### src/rtl/alu_result_if.sv
// Write-back stage bus: ALU-side push channel and register-file drain channel.
// master = ALU/register-file side, slave = alu_result_stage.
interface alu_result_if #(
  parameter int WIDTH = 16,
  parameter int RD_W  = 3
);
  logic             in_valid;
  logic             in_ready;
  logic [WIDTH-1:0] in_result;
  logic [2:0]       in_flags;
  logic [RD_W-1:0]  in_rd;
  logic             in_wb_en;
  logic             in_ld_status;
  logic             wb_valid;
  logic             wb_ready;
  logic [WIDTH-1:0] wb_data;
  logic [RD_W-1:0]  wb_rd;

  modport master (
    output in_valid, in_result, in_flags, in_rd, in_wb_en, in_ld_status, wb_ready,
    input  in_ready, wb_valid, wb_data, wb_rd
  );

  modport slave (
    input  in_valid, in_result, in_flags, in_rd, in_wb_en, in_ld_status, wb_ready,
    output in_ready, wb_valid, wb_data, wb_rd
  );
endinterface

### src/rtl/alu_result_stage.sv
// ALU result stage: in-order write-back FIFO, status register {N,V,Z} and branch condition evaluation.
// Optional sticky overflow flag with ovf_sticky/ovf_clr ports when STICKY_OVF_EN is defined.
module alu_result_stage #(
  parameter int WIDTH = 16,
  parameter int DEPTH = 2,
  parameter int RD_W  = 3
) (
  input  logic                 clk,
  input  logic                 rst_n,
  alu_result_if.slave          io,
  output logic [2:0]           status,
  input  logic [2:0]           cond_sel,
  output logic                 cond_true,
`ifdef STICKY_OVF_EN
  output logic                 ovf_sticky,
  input  logic                 ovf_clr,
`endif
  input  logic                 flush
);

  localparam int PTR_W = (DEPTH > 1) ? $clog2(DEPTH) : 1;
  localparam int CNT_W = PTR_W + 1;

  localparam logic [2:0] COND_ALWAYS = 3'b000;
  localparam logic [2:0] COND_EQ     = 3'b001;
  localparam logic [2:0] COND_NE     = 3'b010;
  localparam logic [2:0] COND_LT     = 3'b011;
  localparam logic [2:0] COND_LE     = 3'b100;

  logic [WIDTH-1:0] data_mem [DEPTH];
  logic [RD_W-1:0]  rd_mem   [DEPTH];

  logic [PTR_W-1:0] wr_ptr, wr_ptr_next;
  logic [PTR_W-1:0] rd_ptr, rd_ptr_next;
  logic [CNT_W-1:0] count,  count_next;

  logic [WIDTH-1:0] head_data;
  logic [RD_W-1:0]  head_rd;

  logic accept;
  logic push;
  logic pop;

  // Handshake terms; in_ready depends only on registered count so no in_valid->in_ready path exists.
  assign io.in_ready = (count != CNT_W'(DEPTH));
  assign io.wb_valid = (count != '0);
  assign io.wb_data  = head_data;
  assign io.wb_rd    = head_rd;

  assign accept = io.in_valid & io.in_ready;
  assign push   = accept & io.in_wb_en & ~flush;
  assign pop    = io.wb_valid & io.wb_ready & ~flush;

  // NOTE: every always_comb output gets a default first so no path leaves it unassigned (no latch).
  always_comb begin
    wr_ptr_next = wr_ptr;
    rd_ptr_next = rd_ptr;
    count_next  = count;
    if (flush) begin
      wr_ptr_next = '0;
      rd_ptr_next = '0;
      count_next  = '0;
    end else begin
      if (push) wr_ptr_next = wr_ptr + 1'b1;
      if (pop)  rd_ptr_next = rd_ptr + 1'b1;
      count_next = count + CNT_W'(push) - CNT_W'(pop);
    end
  end

  // NOTE: state registers use non-blocking assignments so every flop samples pre-edge values.
  always_ff @(posedge clk or negedge rst_n) begin
    if (!rst_n) begin
      wr_ptr <= '0;
      rd_ptr <= '0;
      count  <= '0;
    end else begin
      wr_ptr <= wr_ptr_next;
      rd_ptr <= rd_ptr_next;
      count  <= count_next;
    end
  end

  // NOTE: the storage array is not reset; an entry is only observed after it has been written.
  always_ff @(posedge clk) begin
    if (push) begin
      data_mem[wr_ptr] <= io.in_result;
      rd_mem[wr_ptr]   <= io.in_rd;
    end
  end

  // Registered head copy: the next head is either a stored entry or the beat being pushed into
  // the slot that becomes the head. It holds its value whenever the FIFO goes empty.
  always_ff @(posedge clk or negedge rst_n) begin
    if (!rst_n) begin
      head_data <= '0;
      head_rd   <= '0;
    end else if (count_next != '0) begin
      if (push && (wr_ptr == rd_ptr_next)) begin
        head_data <= io.in_result;
        head_rd   <= io.in_rd;
      end else begin
        head_data <= data_mem[rd_ptr_next];
        head_rd   <= rd_mem[rd_ptr_next];
      end
    end
  end

  // Status loads from any accepted beat, independent of write-back and flush.
  always_ff @(posedge clk or negedge rst_n) begin
    if (!rst_n) begin
      status <= 3'b000;
    end else if (accept && io.in_ld_status) begin
      status <= io.in_flags;
    end
  end

`ifdef STICKY_OVF_EN
  always_ff @(posedge clk or negedge rst_n) begin
    if (!rst_n) begin
      ovf_sticky <= 1'b0;
    end else if (accept && io.in_ld_status && io.in_flags[1]) begin
      ovf_sticky <= 1'b1;
    end else if (ovf_clr) begin
      ovf_sticky <= 1'b0;
    end
  end
`endif

  logic flag_n, flag_v, flag_z;
  assign flag_z = status[0];
  assign flag_v = status[1];
  assign flag_n = status[2];

  always_comb begin
    cond_true = 1'b0;
    case (cond_sel)
      COND_ALWAYS: cond_true = 1'b1;
      COND_EQ:     cond_true = flag_z;
      COND_NE:     cond_true = ~flag_z;
      COND_LT:     cond_true = flag_n ^ flag_v;
      COND_LE:     cond_true = (flag_n ^ flag_v) | flag_z;
      default:     cond_true = 1'b0;
    endcase
  end

endmodule

### src/flat_wrapper.sv
// flat-port wrapper written by rule: the top's interface ports become plain ports
module alu_result_stage_flat 
#(
  parameter int WIDTH = 16,
  parameter int DEPTH = 2,
  parameter int RD_W  = 3
)
  (clk, rst_n, status, cond_sel, cond_true, flush, io_in_valid, io_in_result, io_in_flags, io_in_rd, io_in_wb_en, io_in_ld_status, io_wb_ready, io_in_ready, io_wb_valid, io_wb_data, io_wb_rd);
  alu_result_if #(.WIDTH(WIDTH), .RD_W(RD_W)) io_i ();
  input  logic clk;
  input  logic rst_n;
  output logic [2:0] status;
  input  logic [2:0] cond_sel;
  output logic cond_true;
  input  logic flush;
  input wire logic [$bits(io_i.in_valid)-1:0] io_in_valid;
  input wire logic [$bits(io_i.in_result)-1:0] io_in_result;
  input wire logic [$bits(io_i.in_flags)-1:0] io_in_flags;
  input wire logic [$bits(io_i.in_rd)-1:0] io_in_rd;
  input wire logic [$bits(io_i.in_wb_en)-1:0] io_in_wb_en;
  input wire logic [$bits(io_i.in_ld_status)-1:0] io_in_ld_status;
  input wire logic [$bits(io_i.wb_ready)-1:0] io_wb_ready;
  output wire logic [$bits(io_i.in_ready)-1:0] io_in_ready;
  output wire logic [$bits(io_i.wb_valid)-1:0] io_wb_valid;
  output wire logic [$bits(io_i.wb_data)-1:0] io_wb_data;
  output wire logic [$bits(io_i.wb_rd)-1:0] io_wb_rd;
  assign io_i.in_valid = io_in_valid;
  assign io_i.in_result = io_in_result;
  assign io_i.in_flags = io_in_flags;
  assign io_i.in_rd = io_in_rd;
  assign io_i.in_wb_en = io_in_wb_en;
  assign io_i.in_ld_status = io_in_ld_status;
  assign io_i.wb_ready = io_wb_ready;
  assign io_in_ready = io_i.in_ready;
  assign io_wb_valid = io_i.wb_valid;
  assign io_wb_data = io_i.wb_data;
  assign io_wb_rd = io_i.wb_rd;
  alu_result_stage #(.WIDTH(WIDTH), .DEPTH(DEPTH), .RD_W(RD_W)) u_core (.clk(clk), .rst_n(rst_n), .io(io_i), .status(status), .cond_sel(cond_sel), .cond_true(cond_true), .flush(flush));
endmodule
### config.mk
export PLATFORM = sky130hd
export DESIGN_NAME = alu_result_stage_flat
export DESIGN_NICKNAME = d
export VERILOG_FILES = /design/src/rtl/alu_result_if.sv /design/src/rtl/alu_result_stage.sv /design/src/flat_wrapper.sv
export SDC_FILE = /design/constraint.sdc
export NUM_CORES = 1
export LEC_CHECK = 0
export CAP_MARGIN = 20
export CORE_MARGIN = 2
export CORE_UTILIZATION = 57
export CTS_BUF_LIST = sky130_fd_sc_hd__clkbuf_4
export DETAILED_ROUTE_END_ITERATION = 12
export PLACE_DENSITY = 0.93
export SKIP_LAST_GASP = 1
export SLEW_MARGIN = 20
export SYNTH_ARGS = -nofsm -noshare
export SYNTH_HDL_FRONTEND = slang
export SYNTH_SLANG_ARGS = --single-unit
### constraint.sdc
create_clock -name clk -period 4.42 [get_ports clk]
set_input_delay 0.663 -clock clk [delete_from_list [all_inputs] [get_ports clk]]
set_output_delay 0.663 -clock clk [all_outputs]
set_load 0.005 [all_outputs]
==> key figures <==
Drt
  • Drt total wl: approximately 5300 um
  • First-pass DRT Iterations: 5
  • Via Count: roughly 1700
  • Via-to-Cell Ratio: about 5.6
  • Routed len/inst: between 15 and 20 um
  • Drt first-iter violations: 154
  • DR DRC count: 0
  • Post-DRT Antenna Nets: 0

Timing
  • Max_slew headroom: approximately 28%
  • Max Clock Skew: approximately 13 ps
  • Minimum clock period: 3321 ps
  • Slew Limit Fails: 0
  • RSZ-0062 raised after global routing: false
  • Slew @ Worst Pin: 1073 ps
  • Setup violations, final: 0
  • Hold Violations, Final: 0
  • Fin crit share: 75.13%
  • Achievable Freq: between 300 and 400 MHz
  • TNS Setup: 0 ps

CTS
  • CTS tree: yes
  • Clk Tree Root Cell: clkbuf_4
  • Cts hold-fix bufs: 0
  • Post-CTS Resized: 0
  • Cts bufs inserted: 9
  • Clk_lat worst skew: slightly below 400 ps
  • H-tree depth: 3
  • CTS Buffer Depth: 2
  • Postcts setup bufs: 0
  • Worst-path clk slew: 110 ps
  • Clock sink count: between 60 and 70

Final layout
  • Syn-to-layout area delta: 26.44%
  • ANT cells: 0
  • Post-layout nets: between 200 and 300
  • Layout cell share with drive strength beyond 1: 15.02%
  • Filler Cells Inserted: about 300
  • Final core occ: around three quarters

GRT
  • First-pass GRT wire length: roughly 8500 um
  • Largest net degree at the start of global routing: 27
  • Total gr overflow: 0
  • Initial antenna violation count: 0
  • Vias in the first global route: 1848
  • GR Util All Layers: about 22%

Power
  • Net Sw Frac: between 20 and 30%
  • Share of power burned in registers: between 40% and 50%
  • Net Sw Power: approximately 480 uW
  • Comb power frac: between 20% and 30%
  • Peak supply drop: 0.0002611 V
  • Pwr dens: between 500 and 600 nW/um2
  • Internal cell power: 1.269 mW
  • Clock group share of total power: 24.6%
  • Static Leak: 1.474 nW

Floorplan
  • Die Y: 73.40 um
  • Io pins: 57
  • # rows: 25
  • Die width: 73.40 um
  • Initial Util: 58.51%
  • Core box area: between 4000 and 5000 um2
  • Full die area: 5387 um2

Setup path
  • Critical Path RT: approximately 4600 ps
  • Worst setup SP type: input port
  • Critical path peak fanout: 20
  • Worst setup EP type: register
  • Crit path kind: input port to register
  • Critical Path AT: ~3500 ps

Placement
  • Post-DP HPWL: around 3500 um
  • Port bufs: 56
  • Placer congestion estimate: between 0.7 and 0.8

Run status
  • Run status: completed

Synthesis
  • Syn_nets: 219
  • Sequential share of the synthesized area: 65.27%
  • Post-synthesis cell count: 185
  • Ys async rst share: 40.63%
  • FF+latch count, synth: 64
  • Netlist cell types: 34
  • Top_reg_cell synth: edfxtp_1
  • Number of flops mapped to enable cells by yosys: 38
  • Yosys warns: 0
  • Syn Area/Cell: between 10 and 15 um2
  • Post-synthesis cell area: between 2000 and 3000 um2

Run
  • # Max-Cap Violations: 0

Hold path
  • Worst hold path class: register to register
worst max-delay path: stages:
cell and delay [ps]:
clkdlybuf4s50_1 530, nand4b_1 440, inv_1 150, ha_1 170, xor3_1 210, o21ba_1 140, buf_4 230, o21a_1 810
a221oi_1 190
state kept, by name, summed over array words and instances (netlist names):
register,cells
u_core.rd_mem,6
u_core.data_mem,32
u_core.rd_ptr,1
u_core.io.wb_rd,3
u_core.wr_ptr,1
u_core.status,3
u_core.count,2
u_core.io.wb_data,16
synth_stat cells (2+ instances only):
library cell	n	area (um2)
mux2_2	3	33.78
xor2_1	3	26.28
ha_1	2	25.02
xnor2_1	2	17.52
buf_6	2	22.52
dfrtp_1	26	650.6
nor2b_1	3	18.77
a221oi_1	8	70.07
nor2_1	25	93.84
a221oi_2	10	150.1
inv_1	22	82.58
mux2i_1	19	190.2
edfxtp_1	38	1141
buf_8	2	30.03
final timing paths:
check	to	start	cells after the start	slack (ps)
worst max-delay path	u_core.io.wb_data[14]	flush	9	1100
worst min-delay path	u_core.status[1]	u_core.status[1]	1	570
worst max register to register	u_core.io.wb_data[14]	u_core.count[0]	9	1290
worst min register to register	u_core.status[1]	u_core.status[1]	1	570
max in group asynchronous	u_core.io.wb_data[0]	rst_n	2	3520
min in group asynchronous	u_core.io.wb_rd[0]	rst_n	2	620
through the flow:
step | setup WS, ps | hold WS [ps] | power (mW) | cells | instance area, um2
floorplan | 2006 | 367.4 | 1.067 | 185 | 2745
global placement | 867.5 | 539.5 | 1.314 | 291 | 3317
detailed placement | 748.1 | 548.9 | 1.335 | 291 | 3317
CTS | 1149 | 573.6 | 1.764 | 307 | 3471
global route | 899.9 | 604.7 | 1.846 | 307 | 3471
finish | 1099 | 567.4 | 1.752 | 307 | 3471
metal layers:
layer / global-route usage (%) / routed length [um] / up-vias
li1: - / - / 806
met1: 25.85 / 2062 / 834
met2: 38.54 / 2845 / 57
met3: 4.252 / 293 / 11
met4: 11.52 / 104 / 0
met5: 0 / 0 / -
layout make-up:
| cell class | count | area [um2] | area share (%) |
|---|---|---|---|
| Multi-Input combinational cell | 92 | 792.0 | 22.82 |
| Sequential cell | 64 | 1792 | 51.62 |
| Tap cell | 54 | 67.56 | 1.947 |
| Inverter | 22 | 82.58 | 2.379 |
| Timing Repair Buffer | 59 | 583.1 | 16.80 |
| Clock buffer | 9 | 67.56 | 1.947 |
| Clock inverter | 7 | 86.33 | 2.487 |
power groups by stage:
stage	logic (mW)	clock network, mW	registers [mW]
4_1_cts	0.524	0.436	0.804
3_3_place_gp	0.497	0	0.817
2_1_floorplan	0.257	0	0.810
5_1_grt	0.565	0.463	0.817
6_report	0.518	0.430	0.803
3_5_place_dp	0.518	0	0.817
cells in the final DEF, fill, tap and decap left out, types with 2 or more instances in the layout:
cell / instances
a221oi_1: 8
a221oi_2: 10
buf_4: 3
bufinv_16: 2
clkbuf_4: 9
clkdlybuf4s50_1: 56
clkinv_2: 3
dfrtp_1: 26
edfxtp_1: 38
ha_1: 2
inv_1: 22
mux2_2: 3
mux2i_1: 19
nor2_1: 23
nor2_2: 2
nor2b_1: 3
xnor2_1: 2
xor2_1: 2
kinds of logic (layout without fill, tap and decap cells):
family / after synthesis / after routing / share of synthesized area, %
xor gates and xnor gates: 6 / 6 / 2.461
buffers and inverters: 29 / 97 / 6.335
DFF: 64 / 64 / 65.27
AOI/OAI and AO/OA: 26 / 26 / 10.39
adders and majority gates: 2 / 2 / 0.9114
muxes: 22 / 22 / 8.158
and+or+nand+nor: 36 / 36 / 6.473
(Power assumes the default switching activity.)
